**config.mk**
```make
export PLATFORM = sky130hd
export DESIGN_NAME = tenthirty_round_ctrl
export DESIGN_NICKNAME = d
export VERILOG_FILES = /design/src/rtl/tenthirty_pkg.sv /design/src/rtl/tenthirty_hand_acc.sv /design/src/rtl/tenthirty_round_ctrl.sv
export SDC_FILE = /design/constraint.sdc
export NUM_CORES = 1
export LEC_CHECK = 0
export BUFFER_PORTS_ARGS = -buffer_cell sky130_fd_sc_hd__buf_2
export CORE_UTILIZATION = 45
export CTS_CLUSTER_SIZE = 12
export DETAILED_ROUTE_END_ITERATION = 6
export PLACE_DENSITY = 0.75
export SLEW_MARGIN = 40
export SYNTH_ARGS = -nofsm -noshare
export SYNTH_HDL_FRONTEND = slang
export SYNTH_SLANG_ARGS = --single-unit
```
**constraint.sdc**
```tcl
create_clock -name clk -period 2.44 [get_ports clk]
set_clock_uncertainty 0.15 [all_clocks]
set_input_delay 0 -clock clk [delete_from_list [all_inputs] [get_ports clk]]
set_output_delay 0 -clock clk [all_outputs]
set_load 0.01 [all_outputs]
```
**src/rtl/tenthirty_pkg.sv**
```systemverilog
// Shared definitions for the Ten-and-a-Half round controller:
// state encoding, result one-hot codes, default thresholds and card weighting.
package tenthirty_pkg;

    typedef enum logic [2:0] {
        ST_IDLE    = 3'd0,
        ST_P_DRAW  = 3'd1,
        ST_P_WAIT  = 3'd2,
        ST_D_DRAW  = 3'd3,
        ST_D_CHECK = 3'd4,
        ST_DONE    = 3'd5
    } state_t;

    // One-hot {win, draw, lose}
    localparam logic [2:0] RES_NONE = 3'b000;
    localparam logic [2:0] RES_WIN  = 3'b100;
    localparam logic [2:0] RES_DRAW = 3'b010;
    localparam logic [2:0] RES_LOSE = 3'b001;

    localparam int unsigned DEF_MAX_CARDS         = 5;
    localparam int unsigned DEF_LIMIT_HALF        = 21;
    localparam int unsigned DEF_DEALER_STAND_HALF = 14;

    // Ranks 1-10 count face value (2*val half-points); everything else is half a point.
    function automatic logic [5:0] card_weight(input logic [3:0] rank);
        logic [5:0] w;
        if (rank >= 4'd1 && rank <= 4'd10) begin
            w = {1'b0, rank, 1'b0};
        end else begin
            w = 6'd1;
        end
        return w;
    endfunction

endpackage

```
**src/rtl/tenthirty_hand_acc.sv**
```systemverilog
// One hand of cards: running total in half-points, card count and bust flag.
module tenthirty_hand_acc
    import tenthirty_pkg::*;
#(
    parameter int unsigned LIMIT_HALF = DEF_LIMIT_HALF
) (
    input  logic       clk,
    input  logic       rst,
    input  logic       clear,
    input  logic       add,
    input  logic [3:0] card_val,
    output logic [5:0] total,
    output logic [2:0] count,
    output logic       bust
);

    localparam logic [5:0] LIMIT = 6'(LIMIT_HALF);

    logic [5:0] total_q, total_d;
    logic [2:0] count_q, count_d;

    // Next total/count: clear wins over add
    always_comb begin
        total_d = total_q;
        count_d = count_q;
        if (clear) begin
            total_d = '0;
            count_d = '0;
        end else if (add) begin
            total_d = total_q + card_weight(card_val);
            count_d = count_q + 3'd1;
        end
    end

    // Hand registers
    always_ff @(posedge clk or posedge rst) begin
        if (rst) begin
            total_q <= '0;
            count_q <= '0;
        end else begin
            total_q <= total_d;
            count_q <= count_d;
        end
    end

    assign total = total_q;
    assign count = count_q;
    assign bust  = (total_q > LIMIT);

endmodule

```
**src/rtl/tenthirty_round_ctrl.sv**
```systemverilog
// Ten-and-a-Half round sequencer: button edges, card req/ack handshake,
// player/dealer hands, dealer draw policy and registered round result.
// Optional macro TENTHIRTY_FIVE_CARD_EN enables the five-card win rule.
module tenthirty_round_ctrl
    import tenthirty_pkg::*;
#(
    parameter int unsigned MAX_CARDS         = DEF_MAX_CARDS,
    parameter int unsigned DEALER_STAND_HALF = DEF_DEALER_STAND_HALF,
    parameter int unsigned LIMIT_HALF        = DEF_LIMIT_HALF
) (
    input  logic       clk,
    input  logic       rst,
    input  logic       btn_hit,
    input  logic       btn_stand,
    output logic       card_req,
    input  logic       card_ack,
    input  logic [3:0] card_val,
    output logic [5:0] player_half,
    output logic [5:0] dealer_half,
    output logic [2:0] player_cnt,
    output logic [2:0] dealer_cnt,
    output logic [2:0] state_o,
    output logic [2:0] result,
    output logic       round_done
);

    localparam logic [2:0] MAXC  = 3'(MAX_CARDS);
    localparam logic [5:0] LIMIT = 6'(LIMIT_HALF);
    localparam logic [5:0] STAND = 6'(DEALER_STAND_HALF);

    state_t     state_q, state_d;
    logic       card_req_q, card_req_d;
    logic [2:0] result_q, result_d;
    logic       round_done_q, round_done_d;
    logic       hit_prev_q, stand_prev_q;

    logic       hit_edge, stand_edge, ack_fire;
    logic       round_clear, p_add, d_add;
    logic       go_done;
    logic [2:0] res_sel;
    logic [5:0] p_total_next;
    logic [2:0] p_cnt_next;

    logic [5:0] p_total, d_total;
    logic [2:0] p_cnt, d_cnt;
    logic       p_bust, d_bust;

    assign hit_edge     = btn_hit & ~hit_prev_q;
    assign stand_edge   = btn_stand & ~stand_prev_q;
    assign ack_fire     = card_req_q & card_ack;
    assign p_total_next = p_total + card_weight(card_val);
    assign p_cnt_next   = p_cnt + 3'd1;

    tenthirty_hand_acc #(.LIMIT_HALF(LIMIT_HALF)) u_player (
        .clk      (clk),
        .rst      (rst),
        .clear    (round_clear),
        .add      (p_add),
        .card_val (card_val),
        .total    (p_total),
        .count    (p_cnt),
        .bust     (p_bust)
    );

    tenthirty_hand_acc #(.LIMIT_HALF(LIMIT_HALF)) u_dealer (
        .clk      (clk),
        .rst      (rst),
        .clear    (round_clear),
        .add      (d_add),
        .card_val (card_val),
        .total    (d_total),
        .count    (d_cnt),
        .bust     (d_bust)
    );

    // Round sequencing: next state, handshake request and result selection
    always_comb begin
        state_d      = state_q;
        card_req_d   = 1'b0;
        result_d     = result_q;
        round_done_d = round_done_q;
        round_clear  = 1'b0;
        p_add        = 1'b0;
        d_add        = 1'b0;
        go_done      = 1'b0;
        res_sel      = RES_NONE;

        case (state_q)
            ST_IDLE: begin
                if (hit_edge) begin
                    round_clear = 1'b1;
                    state_d     = ST_P_DRAW;
                end
            end

            ST_P_DRAW: begin
                card_req_d = ~ack_fire;
                if (ack_fire) begin
                    p_add = 1'b1;
                    // Decide on the total this card produces, not the stale one
                    if (p_total_next > LIMIT) begin
                        go_done = 1'b1;
                        res_sel = RES_LOSE;
                    end else if (p_cnt_next == MAXC) begin
`ifdef TENTHIRTY_FIVE_CARD_EN
                        go_done = 1'b1;
                        res_sel = RES_WIN;
`else
                        state_d = ST_D_DRAW;
`endif
                    end else begin
                        state_d = ST_P_WAIT;
                    end
                end
            end

            ST_P_WAIT: begin
                if (stand_edge) begin
                    state_d = ST_D_DRAW;
                end else if (hit_edge) begin
                    state_d = ST_P_DRAW;
                end
            end

            ST_D_DRAW: begin
                card_req_d = ~ack_fire;
                if (ack_fire) begin
                    d_add   = 1'b1;
                    state_d = ST_D_CHECK;
                end
            end

            ST_D_CHECK: begin
                if (d_bust) begin
                    go_done = 1'b1;
                    res_sel = RES_WIN;
                end else if (d_total < STAND && d_cnt < MAXC) begin
                    state_d = ST_D_DRAW;
`ifdef TENTHIRTY_FIVE_CARD_EN
                end else if (d_cnt == MAXC) begin
                    go_done = 1'b1;
                    res_sel = (p_cnt == MAXC) ? RES_DRAW : RES_LOSE;
`endif
                end else begin
                    go_done = 1'b1;
                    if (p_bust) begin
                        res_sel = RES_LOSE;
                    end else if (p_total > d_total) begin
                        res_sel = RES_WIN;
                    end else if (p_total == d_total) begin
                        res_sel = RES_DRAW;
                    end else begin
                        res_sel = RES_LOSE;
                    end
                end
            end

            ST_DONE: begin
                // Stand takes priority on coincident edges, as in P_WAIT
                if (stand_edge) begin
                    state_d      = ST_IDLE;
                    result_d     = RES_NONE;
                    round_done_d = 1'b0;
                end else if (hit_edge) begin
                    round_clear  = 1'b1;
                    state_d      = ST_P_DRAW;
                    result_d     = RES_NONE;
                    round_done_d = 1'b0;
                end
            end

            default: begin
                state_d = ST_IDLE;
            end
        endcase

        if (go_done) begin
            state_d      = ST_DONE;
            result_d     = res_sel;
            round_done_d = 1'b1;
        end
    end

    // Control registers: state, handshake, result and button history
    always_ff @(posedge clk or posedge rst) begin
        if (rst) begin
            state_q      <= ST_IDLE;
            card_req_q   <= 1'b0;
            result_q     <= RES_NONE;
            round_done_q <= 1'b0;
            hit_prev_q   <= 1'b0;
            stand_prev_q <= 1'b0;
        end else begin
            state_q      <= state_d;
            card_req_q   <= card_req_d;
            result_q     <= result_d;
            round_done_q <= round_done_d;
            hit_prev_q   <= btn_hit;
            stand_prev_q <= btn_stand;
        end
    end

    assign card_req    = card_req_q;
    assign player_half = p_total;
    assign dealer_half = d_total;
    assign player_cnt  = p_cnt;
    assign dealer_cnt  = d_cnt;
    assign state_o     = state_q;
    assign result      = result_q;
    assign round_done  = round_done_q;

endmodule

```
* Yosys cells after proc, flatten, opt, wreduce, memory -nomap -nowiden
Index checks and enable logic that the tools add are counted.
** Cells by class
- Magnitude comparators :: 8
- Eq/ne operators :: 12
- $add $sub $neg :: 5
- Bitwise logic cells :: 6
- Reduce and logical (&&, ||, !) cells :: 10
- Mux-type cells :: 52
** Operators with widths (number)
- 3-bit two-way mux :: 21
- 6-bit two-way mux :: 8
- 6-bit adder :: 3
- 6-bit by 5-bit greater-than comparator with 1-bit output (second input constant) :: 3
- 3-bit case mux with 6 select lines :: 1
- 1-bit two-way mux :: 17
- 3-bit inequality test (second input constant) :: 5
- 3-bit equality test (second input constant) :: 3
- 3-bit by 1-bit adder with 3-bit output (second input constant) :: 2
- 3-bit by 2-bit equality test with 1-bit output (second input constant) :: 2
- 6-bit equality test :: 1
- 6-bit greater-than comparator :: 1
- 6-bit by 4-bit < comparator with 1-bit output (second input constant) :: 1
- 3-bit case mux with 2 select lines :: 1
- 2-bit nonzero test :: 3
- 5-bit two-way mux :: 1
- 5-bit AND reduction :: 1
- 4-bit by 1-bit greater-or-equal comparator with 1-bit output (second input constant) :: 1
- 4-bit less-or-equal comparator (second input constant) :: 1
- 1-bit case mux with 2 select lines :: 2
- 1-bit AND :: 3
- 3-bit by 1-bit equality test with 1-bit output (second input constant) :: 1
- 3-bit logical NOT :: 1
- 3-bit < comparator (second input constant) :: 1
- other kinds (6) :: 9
** Storage, ports and cells
- Logic and storage cells :: 103
- Input port bits :: 9
- Bits in registers :: 28
- Output and inout bits :: 26

* Longest topological paths before layout
Gate-level depths: netlist of the first run.
- Depth after elaboration :: 10
- Depth in mapped cells :: 12
- Gate-level depth less buffers :: 11

* Cells and area by module
A second synthesis of the first run with hierarchy kept.
** Unflattened totals
- Cells, all modules :: 270
- Area, all modules :: 2319.7 µm²
** Modules (own cells, without submodules)
- tenthirty_hand_acc :: sequential area each 225.2 µm², cells each 68, area an instance 648.1 µm², times used 2
- tenthirty_round_ctrl :: sequential area each 250.2 µm², cells each 134, area an instance 1023.5 µm², times used 1

* Worst setup path before layout of the first run
No wires, ideal clock.
- Path kind :: reg2reg
- Start point :: reg u_player.total_q[1] (netlist: u_player.total[1])
- End point :: reg state_q[0] (netlist: state_o[0])
- Required time :: 2.164 ns
- Period minus slack after synthesis :: 2.687 ns
- Data arrival time :: 2.411 ns
- Cell stages (with the launch flop) :: 11
- Setup time :: 0.126 ns
- Setup slack :: -0.247 ns
- Path buffers :: 1
- Cells stage by stage :: dfrtp_1 buf_2 xnor2_1 ha_1 a211oi_1 a31oi_1 a21boi_1 maj3_1 xnor2_2 o211ai_1 a221o_1
** On the way
- Cells in the longest elaborated chain, start to end :: 7
- Elaborated cells on any way between the ends :: 12
- Those cells by class :: add/sub: 1; order compare: 1; eq/ne: 5; mux: 4; reduce/logical: 1
** Ends and longest elaborated chain
- start, declared :: RTL line tenthirty_hand_acc.sv:19 : logic [5:0] total_q, total_d;
- start signal, assigned :: RTL line tenthirty_hand_acc.sv:41 : total_q <= total_d;
- 6-bit adder (*) :: RTL line tenthirty_round_ctrl.sv:51 : assign p_total_next = p_total + card_weight(card_val);
- 6-bit by 5-bit greater-than comparator with 1-bit output (*) :: RTL line tenthirty_round_ctrl.sv:101 : if (p_total_next > LIMIT) begin
- 1-bit two-way mux :: RTL line tenthirty_round_ctrl.sv:101
- 1-bit two-way mux :: RTL line tenthirty_round_ctrl.sv:98 : if (ack_fire) begin
- 1-bit case mux with 2 select lines :: RTL line tenthirty_round_ctrl.sv:88 : case (state_q)
- 3-bit inequality test (no line)
- 5-bit AND reduction (no line)
- end signal, assigned :: RTL line tenthirty_round_ctrl.sv:194 : state_q <= state_d;
- end, declared :: RTL line tenthirty_round_ctrl.sv:31 : state_t state_q, state_d;
Every way passes the cells marked *; elsewhere a longest branch is shown, timed or not.
A chain may end at the register's enable or synchronous reset.

* Worst setup path in the final report of the first run
- Start point :: reg u_player.total_q[0] (netlist: u_player.total[0])
- End point :: reg state_q[0] (netlist: state_o[0])
The elaborated chain is that of the path after synthesis.

==> impl_metrics.toml, run 1 <==
[status]
run_status = "completed"

[clock_network]
cts.path.max_buffers = 2
clock_sinks = 28
cts_made_buffers = 3
cts-root-buf = "clkbuf_8"
htreeDepth = 1
clk_pin_slew_worst_paths_ps = 100
clk_latency_ps = 280
cts_tree = "built"

[detailed_routing]
via_per_inst = 5.53
drtAntennaViolNets = 0
via_count = 1958
postRouteWirelength_mm = 5.04
drc_errors = 0
routedWlPerCell_um = 14.2
first_pass_iters = 4
drt_iter0_markers = 77

[final_layout]
fin_cells = 354
regArea_um2 = 701
nets = 327
syn2layout_area_growth_pct = 27.8
multiInputGateArea_um2 = 1320
drive_gt1_share_pct = 26.8
diodes = 0
fillCellCount = 411

[die]
dieArea_um2 = 4840
rows = 24
ios = 35
fp.dieW_um = 69.6
core-area_um2 = 4380
chipHeight_um = 69.6
start_util_pct = 46.9

[synth]
synthDistinctLibCells = 46
synth.top_cell.area_share_pct = 34.1
synthFlopType = "dfrtp_1"
synth.yosys.seq_area_share_pct = 34.1
ys_seq_elements = 28
syn_nets = 269
synthTopCellsByArea = "dfrtp_1 34%, ha_1 9.1%, nand2_1 5.8%, a21oi_1 4.4%, o21ai_0 4.4%"
synth_top_cell_by_area = "dfrtp_1"
synthArstFlopShare_pct = 100
syn_inst = 245
synth-edff-count = 0
synth_area_per_cell_um2 = 8.39
yosysWarnings = 0
syn-cell-area_um2 = 2050

[timing]
fin_ws_ps = 20.5
tightest_slew_ps = 434
fmax_mhz = 413
slew_headroom_pct = 70.8
setup-violations-final = 0
layout_min_cycle_time_ps = 2420
hold_viol = 0
rsz0062_at_grt = "true"
fin_tns_setup_ps = 0
final_max_slew_viol_count = 0
post-route-period-util_pct = 99.2

[setup_path]
rr_worst_depth = 9
worstPathCellList = "ha_4 -> ha_4 -> a211oi_2 -> a31oi_1 -> a21boi_1 -> maj3_2 -> xnor2_4 -> o211ai_1 -> a221o_1"
slowest_stage = "dfrtp_1"
slowest_delay_ps = 430
crit_path_frequent_cell = "ha_4"
endpoint_kind = "flop"
start_kind = "flop"
worstPathMaxFanout = 6
required_ps = 2470
critical_path_class = "reg -> reg"
cp.arrival_ps = 2450

[grt]
grt_pass1_wl_mm = 8.78
grt_pass1_vias = 1909
grt_most_used_layer = "met2"
track_usage_pct = 22.2
overflow = 0
met2_usage_pct = 39.1
grtUsageMet1_pct = 29.4
grt_max_degree = 29
gr-usage-met3_pct = 2.18
antenna_found_initial = 0

[power_and_ir_drop]
p_per_area_nw_per_um2 = 1030
internal_power_w = 0.00155
pwr-share-clk_pct = 13.9
p_comb_share_pct = 55.7
power_switching_w = 0.00115
p_sw_share_pct = 42.7
ir_drop_uv = 495
p_seq_share_pct = 30.3
power_leakage_nw = 1.26

[min_path]
hold_class = "in -> reg"
hold_depth = 5

[place]
hpwl_mm = 3.67
dp_slack_ps = -193
place.gp.congestion = 0.874
io_buffer_count = 34
dp_cells = 345

[job]
cap_viol_max_count = 0
==> critical path, delay by kind of cell (launching register included) <==
kind | cells | cell delay (ps)
flip-flops | 1 | 430
XOR/XNOR | 1 | 240
AO/OA/AOI/OAI | 5 | 790
adder cells (fa/ha/maj) | 3 | 710
==> per-stage QoR <==
step	power [W]	instance area (um2)	util, %	hold WS, ps
floorplan	0.00177	2080	-	-119
global placement	0.00221	2450	55.8	-65.6
detailed placement	0.00224	2450	55.8	-50.4
CTS	0.00265	2580	58.8	139
global route	0.00295	2630	59.9	170
finish	0.00270	2630	59.9	157
==> layout by cell type, fill, tap and decap left out, types with 6 or more instances in the layout <==
master    count
a31oi_1       7
nand2_1      32
dfrtp_1      28
buf_2        34
inv_1        12
a21o_1        7
buf_4        28
nand2b_1      6
ha_1         13
a21oi_1      18
nand3_1       9
nor2_1       23
o21ai_0      17
==> final cells by class <==
class                           count  area share, %
Sequential cell                    28           26.7
Clock inverter                      1           1.14
Timing Repair Buffer               66           16.0
Inverter                           12           1.72
Clock buffer                        3           1.57
Tap cell                           52           2.48
Multi-Input combinational cell    192           50.4
==> power groups by stage <==
stage,clock (W),sequential [W],combinational (W)
2_1_floorplan,0,0.000851,0.000923
3_3_place_gp,0,0.000824,0.00139
3_5_place_dp,0,0.000824,0.00142
4_1_cts,0.000385,0.000819,0.00145
5_1_grt,0.000402,0.000854,0.00169
6_report,0.000376,0.000820,0.00150
==> worst paths after layout <==
check	startpoint	slack [ps]	endpoint
setup / recovery	u_player.total[0]	20	state_o[0]
hold / removal	card_val[3]	160	u_player.total[0]
setup reg to reg	u_player.total[0]	20	state_o[0]
hold reg to reg	result[0]	350	result[0]
max in group asynchronous	rst	1690	result[0]
min in group asynchronous	rst	170	result[2]
==> metal layers <==
layer  routed length [um]  up-vias
met5                    0        -
met4                   43        0
met3                  143        5
met2                 2520       33
met1                 2330      933
li1                     -      987
==> logic make-up after synthesis <==
kind of cell / after synthesis / synth area share (%)
XOR/XNOR: 11 / 5.42
multiplexers: 1 / 0.548
AND/OR/NAND/NOR: 83 / 18.3
buffers and inverters: 25 / 5.05
AO/OA/AOI/OAI: 79 / 26.0
flip-flops: 28 / 34.1
adder cells (fa/ha/maj): 18 / 10.6
==> state kept, by name (all words and copies together) (netlist names) <==
signal	cells
u_dealer.total	6
u_player.total	6
result	3
state_o	3
u_dealer.count	3
u_player.count	3
card_req	1
hit_prev_q	1
round_done	1
stand_prev_q	1
==> synth_stat cells (all sizes together), types with 3 or more instances <==
cell,number
nor2b,3
a21o,7
buf,4
o31ai,4
clkbuf,9
ha,15
nand2b,6
nand2,32
a31oi,7
maj3,3
o22ai,5
o21ai,22
inv,12
a211o,3
nor2,23
a21oi,18
xor2,3
nor3,3
dfrtp,28
xnor2,8
nand3,9
==> timing repair <==
item / 4_1_cts / 5_1_grt
hold buffers: 4 / 0
buffers inserted: 0 / 1
gates cloned: 0 / 0
pin swaps: 1 / 6
gates resized for setup: 3 / 6
endpoints found under the hold margin: 32 / 0
setup endpoints to repair: 6 / 7
No activity file was read; power rests on OpenSTA's default activity.
==> run 2, diff against run 1 <==
Settings changed: BUFFER_PORTS_ARGS -buffer_cell sky130_fd_sc_hd__buf_2 to -buffer_cell sky130_fd_sc_hd__buf_4.
==> run 2 against run 1 <==
Against the previous run: the flow now finishes with violations (setup timing); worst hold slack worse by 30 ps; sequential power down 1%; core utilization rose by 1.3 points; cell area increased by 2.1%; critical path depth unchanged; non-clock buffer count decreased by 3; via count grew 2.4%; fmax shrank 1.3%; power rose by 2.9%; clock-buffer cell count unchanged.
==> impl_metrics.toml, run 2 (same netlist as run 1, synthesis figures left out) <==
[place]
place.gp.congestion = 0.828
dp_cells = 343
hpwl_mm = 3.71
placed_area_um2 = 2520
io_buffer_count = 34

[timing]
layout_min_cycle_time_ps = 2450
slew_headroom_pct = 70.6
hold_viol = 0
final_max_slew_viol_count = 0
fin_tns_setup_ps = -11.2
fin_ws_ps = -11.2
setup-violations-final = 1
post-route-period-util_pct = 100
tightest_slew_ps = 438
fmax_mhz = 408
rsz0062_at_grt = "true"

[min_path]
holdPathEnd = "u_player.total[0]"
hold_class = "in -> reg"
hold_depth = 5
worstHoldStart = "card_val[3]"

[setup_path]
path_buf_inv = 0
slowest_delay_ps = 400
timing.rr.start = "u_player.total[0]"
required_ps = 2460
endpoint_kind = "flop"
cp.arrival_ps = 2470
path_delay_family = "compound AO/OA/AOI/OAI gates"
reg2reg_slack_ps = -10
rr_endpoint = "state_o[0]"
worstPathMaxFanout = 6
slowest_stage = "dfrtp_1"
rr_worst_depth = 9
start_kind = "flop"
critical_path_class = "reg -> reg"
worstPathCellList = "ha_2 -> ha_4 -> a211oi_2 -> a31oi_2 -> a21boi_1 -> maj3_2 -> xnor2_4 -> o211ai_1 -> a221o_1"

[die]
fp.dieW_um = 69.6
chipHeight_um = 69.6
rows = 24
ios = 35
core-area_um2 = 4380
start_util_pct = 46.9
dieArea_um2 = 4840

[final_layout]
nets = 324
fin_cells = 351
final_common_cell = "buf_4"
syn2layout_area_growth_pct = 30.5
design_area_um2 = 2680
final_cell_mix = "59 x buf_4, 32 x nand2_1, 28 x dfrtp_1"
drive_gt1_share_pct = 26.4
postLayoutCoreUtil_pct = 61.1
diodes = 0

[grt]
overflow = 0
grt_pass1_vias = 1905
grt_pass1_wl_mm = 8.43
antenna_found_initial = 0
grt_max_degree = 29
track_usage_pct = 21.0

[clock_network]
cts-root-buf = "clkbuf_8"
clock_sinks = 28
htreeDepth = 1
clk_latency_ps = 270
clk_pin_slew_worst_paths_ps = 100
postCtsSetupBuffers = 0
cts_made_buffers = 3
cts.path.max_buffers = 2
cts_tree = "built"

[job]
cap_viol_max_count = 0

[detailed_routing]
drtAntennaViolNets = 0
via_count = 2005
postRouteWirelength_mm = 4.99
drt_iter0_markers = 102
first_pass_iters = 4
routedWlPerCell_um = 14.2
via_per_inst = 5.71
drc_errors = 0

[power_and_ir_drop]
p_per_area_nw_per_um2 = 1040
power_leakage_nw = 1.26
ir_drop_uv = 549
finalPower_w = 0.00278

[status]
violations = "setup timing"
run_status = "complete, but fails checks"
[run 2: how the worst max path moves through the flow]
| stage | startpoint | end | slack [ps] | cells past startpoint |
|---|---|---|---|---|
| final | u_player.total[0] | state_o[0] | -10 | 9 |
| after global routing | u_player.total[0] | state_o[0] | -100 | 9 |
| after CTS | u_player.total[1] | result[2] | 20 | 9 |
| after detailed placement | card_val[1] | state_o[0] | -230 | 12 |
| after global placement | card_val[1] | round_done | -120 | 12 |
| after floorplan | u_player.total[1] | state_o[0] | -2 | 10 |
[run 2: metal layers]
layer / track usage, % / up-vias / wire length [um]
met1: 28.1 / 962 / 2270
met2: 36.6 / 53 / 2490
li1: - / 984 / -
met4: 4.76 / 0 / 47
met3: 2.33 / 6 / 181
met5: 0 / - / 0
[run 2: repair_timing]
item	in CTS	in global routing
hold buffers	4	0
endpoints found under the hold margin	32	0
pin swaps	1	4
endpoints found under the setup margin	6	7
gates resized for setup	3	6
[run 2: layout make-up]
cell class	instances	area, um2
flip-flops and latches	28	701
clock inverters	1	30.0
multi-input cells	192	1320
fillers	394	1700
repair buffers	63	483
well taps	52	65.1
inverters	12	45.0
clock buffers	3	41.3
[run 2: where the power goes]
group          leakage, nW  switching, W  internal (W)
Clock               0.0357      0.000155      0.000220
Combinational        0.860      0.000816      0.000779
Sequential           0.365      0.000186      0.000623
Total                 1.26       0.00116       0.00162
[run 2: metrics by stage]
stage,hold WS (ps),worst slack [ps]
final,127,-11.2
after global routing,157,-97.5
after CTS,137,16.0
after detailed placement,-47.8,-235
after global placement,-54.5,-123
after floorplan,-119,-2.16
[run 2: tightest hold or removal path, stage by stage]
cell	delay (ps)
buf_4	110
a22o_1	170
ha_2	150
nand2_1	40
o31ai_1	50
==> run 3, diff against run 2 <==
Settings changed: CORE_MARGIN from default to 1.5, GPL_TIMING_DRIVEN from default to 1, RECOVER_POWER from default to 50.
==> run 3 against run 2 <==
Against the previous run: the flow finishes with violations (capacitance limit, slew limit, setup timing); flip-flop and latch count stayed put; setup slack better by 1.6 ps; first-iteration DRC count is 24% higher; sequential share of layout area is 0.12 points lower.
==> impl_metrics.toml, run 3 (same netlist as run 1, synthesis figures left out) <==
[detailed_routing]
first_pass_iters = 4
drtAntennaViolNets = 0
routedWlPerCell_um = 14.5
drc_errors = 0
via_per_inst = 5.61
via_count = 1991
drt_iter0_markers = 126
postRouteWirelength_mm = 5.14

[timing]
rsz0062_at_grt = "true"
hold_viol = 0
final_max_slew_viol_count = 29
slew_headroom_pct = -3.03
fmax_mhz = 408
fin_ws_ps = -9.58
post-route-period-util_pct = 100
tightest_slew_ps = 1550
layout_min_cycle_time_ps = 2450
setup-violations-final = 2

[grt]
grt_pass1_wl_mm = 8.21
overflow = 0
grt_max_degree = 29
grt_pass1_vias = 1805
track_usage_pct = 20.5
antenna_found_initial = 0

[die]
fp.dieW_um = 70.6
dieArea_um2 = 4980
ios = 35
rows = 24
start_util_pct = 46.9
core-area_um2 = 4380
chipHeight_um = 70.6

[final_layout]
nets = 328
diodes = 0
syn2layout_area_growth_pct = 31.1
postLayoutCoreUtil_pct = 61.4
final_cell_mix = "52 x buf_4, 32 x nand2_1, 28 x dfrtp_1"
fin_cells = 355
design_area_um2 = 2690
final_common_cell = "buf_4"
drive_gt1_share_pct = 24.8
fillCellCount = 389

[setup_path]
worstPathMaxFanout = 6
cp.arrival_ps = 2470
worstPathCellList = "ha_4 -> ha_4 -> a211oi_2 -> a31oi_2 -> a21boi_1 -> maj3_2 -> xnor2_4 -> buf_4 -> buf_4 -> o2111ai_2 -> a21oi_1"
path_buf_inv = 2
critical_path_class = "reg -> reg"
start_kind = "flop"
slowest_stage = "dfrtp_1"
slowest_delay_ps = 420
endpoint_kind = "flop"
path_delay_family = "adder cells"
required_ps = 2460

[clock_network]
clk_pin_slew_worst_paths_ps = 110
clk_latency_ps = 280
cts-root-buf = "clkbuf_8"
clock_sinks = 28
cts_made_buffers = 3
cts_tree = "built"
cts.path.max_buffers = 2
htreeDepth = 1

[place]
io_buffer_count = 34
placed_area_um2 = 2520
place.gp.congestion = 0.901
dp_cells = 344
hpwl_mm = 3.66

[power_and_ir_drop]
ir_drop_uv = 694
p_per_area_nw_per_um2 = 1040
finalPower_w = 0.00281
power_leakage_nw = 1.24

[status]
run_status = "complete, but fails checks"
violations = "capacitance limit, slew limit, setup timing"

[job]
cap_viol_max_count = 1

[min_path]
hold_class = "in -> reg"
==> run 3: cell count changes in the layout (fill, tap and decap cells not counted) <==
cell       before  now
clkbuf_1        0    9
buf_4          59   52
clkbuf_4        0    2
ha_2            1    0
ha_4            1    2
mux2_2          0    1
mux2_4          1    0
o2111ai_1       1    0
o2111ai_2       0    1
o21ai_0        17   18
o21ai_2         2    1
xnor2_1         5    4
xnor2_2         2    3
==> run 3: routing by layer <==
metal | share of wire [%] | wire, um | track usage, % | vias up
met5 | 0 | 0 | 0 | -
met4 | 1.5 | 77 | 3.98 | 0
met3 | 4.9 | 254 | 3.56 | 8
met2 | 50 | 2550 | 36.4 | 57
met1 | 44 | 2270 | 26.5 | 933
li1 | - | - | - | 993
==> run 3: worst paths after layout <==
kind / startpoint / end / slack, ps / cells past startpoint
max in group asynchronous: rst / u_dealer.count[0] / 600 / 4
max: u_player.total[0] / state_o[1] / -10 / 11
min reg2reg: round_done / round_done / 360 / 1
max reg2reg: u_player.total[0] / state_o[1] / -10 / 11
min: card_val[3] / u_player.total[0] / 140 / 5
min in group asynchronous: rst / result[2] / 640 / 4
==> run 3: metrics by stage <==
step / hold WS (ps) / worst slack [ps] / setup TNS, ps
after floorplan: -119 / -2.16 / -2.16
after global placement: -56.4 / -148 / -768
after detailed placement: -47.9 / -175 / -1040
after CTS: 119 / 0.750 / 0
after global routing: 160 / -108 / -525
final: 139 / -9.58 / -16.7
==> run 3: cell type report <==
class                      instances  area, um2  area share [%]
inverter                          12       45.0            1.67
sequential                        28        701            26.0
timing repair buffer              67        479            17.8
multi-input combinational        192       1330            49.4
clock buffer                       3       41.3            1.53
tap                               52       65.1            2.42
clock inverter                     1       30.0            1.12
==> run 3: what timing repair did <==
action,in CTS,in global routing
hold buffers,4,0
pin swaps,1,3
buffers inserted,0,3
setup endpoints to repair,5,7
endpoints found under the hold margin,33,0
resized for setup,2,7
==> run 3: worst min-delay path: cells and delay by family <==
kind	cells	cell delay, ps
fa+ha+maj	1	130
simple gates	1	40
buf+inv	1	120
compound gates	2	250
==> run 3: where the power goes <==
part	switching [W]	total, W	leakage, nW	internal (W)
Clock	0.000155	0.000375	0.0357	0.000220
Combinational	0.000842	0.00162	0.840	0.000774
Sequential	0.000191	0.000815	0.365	0.000623
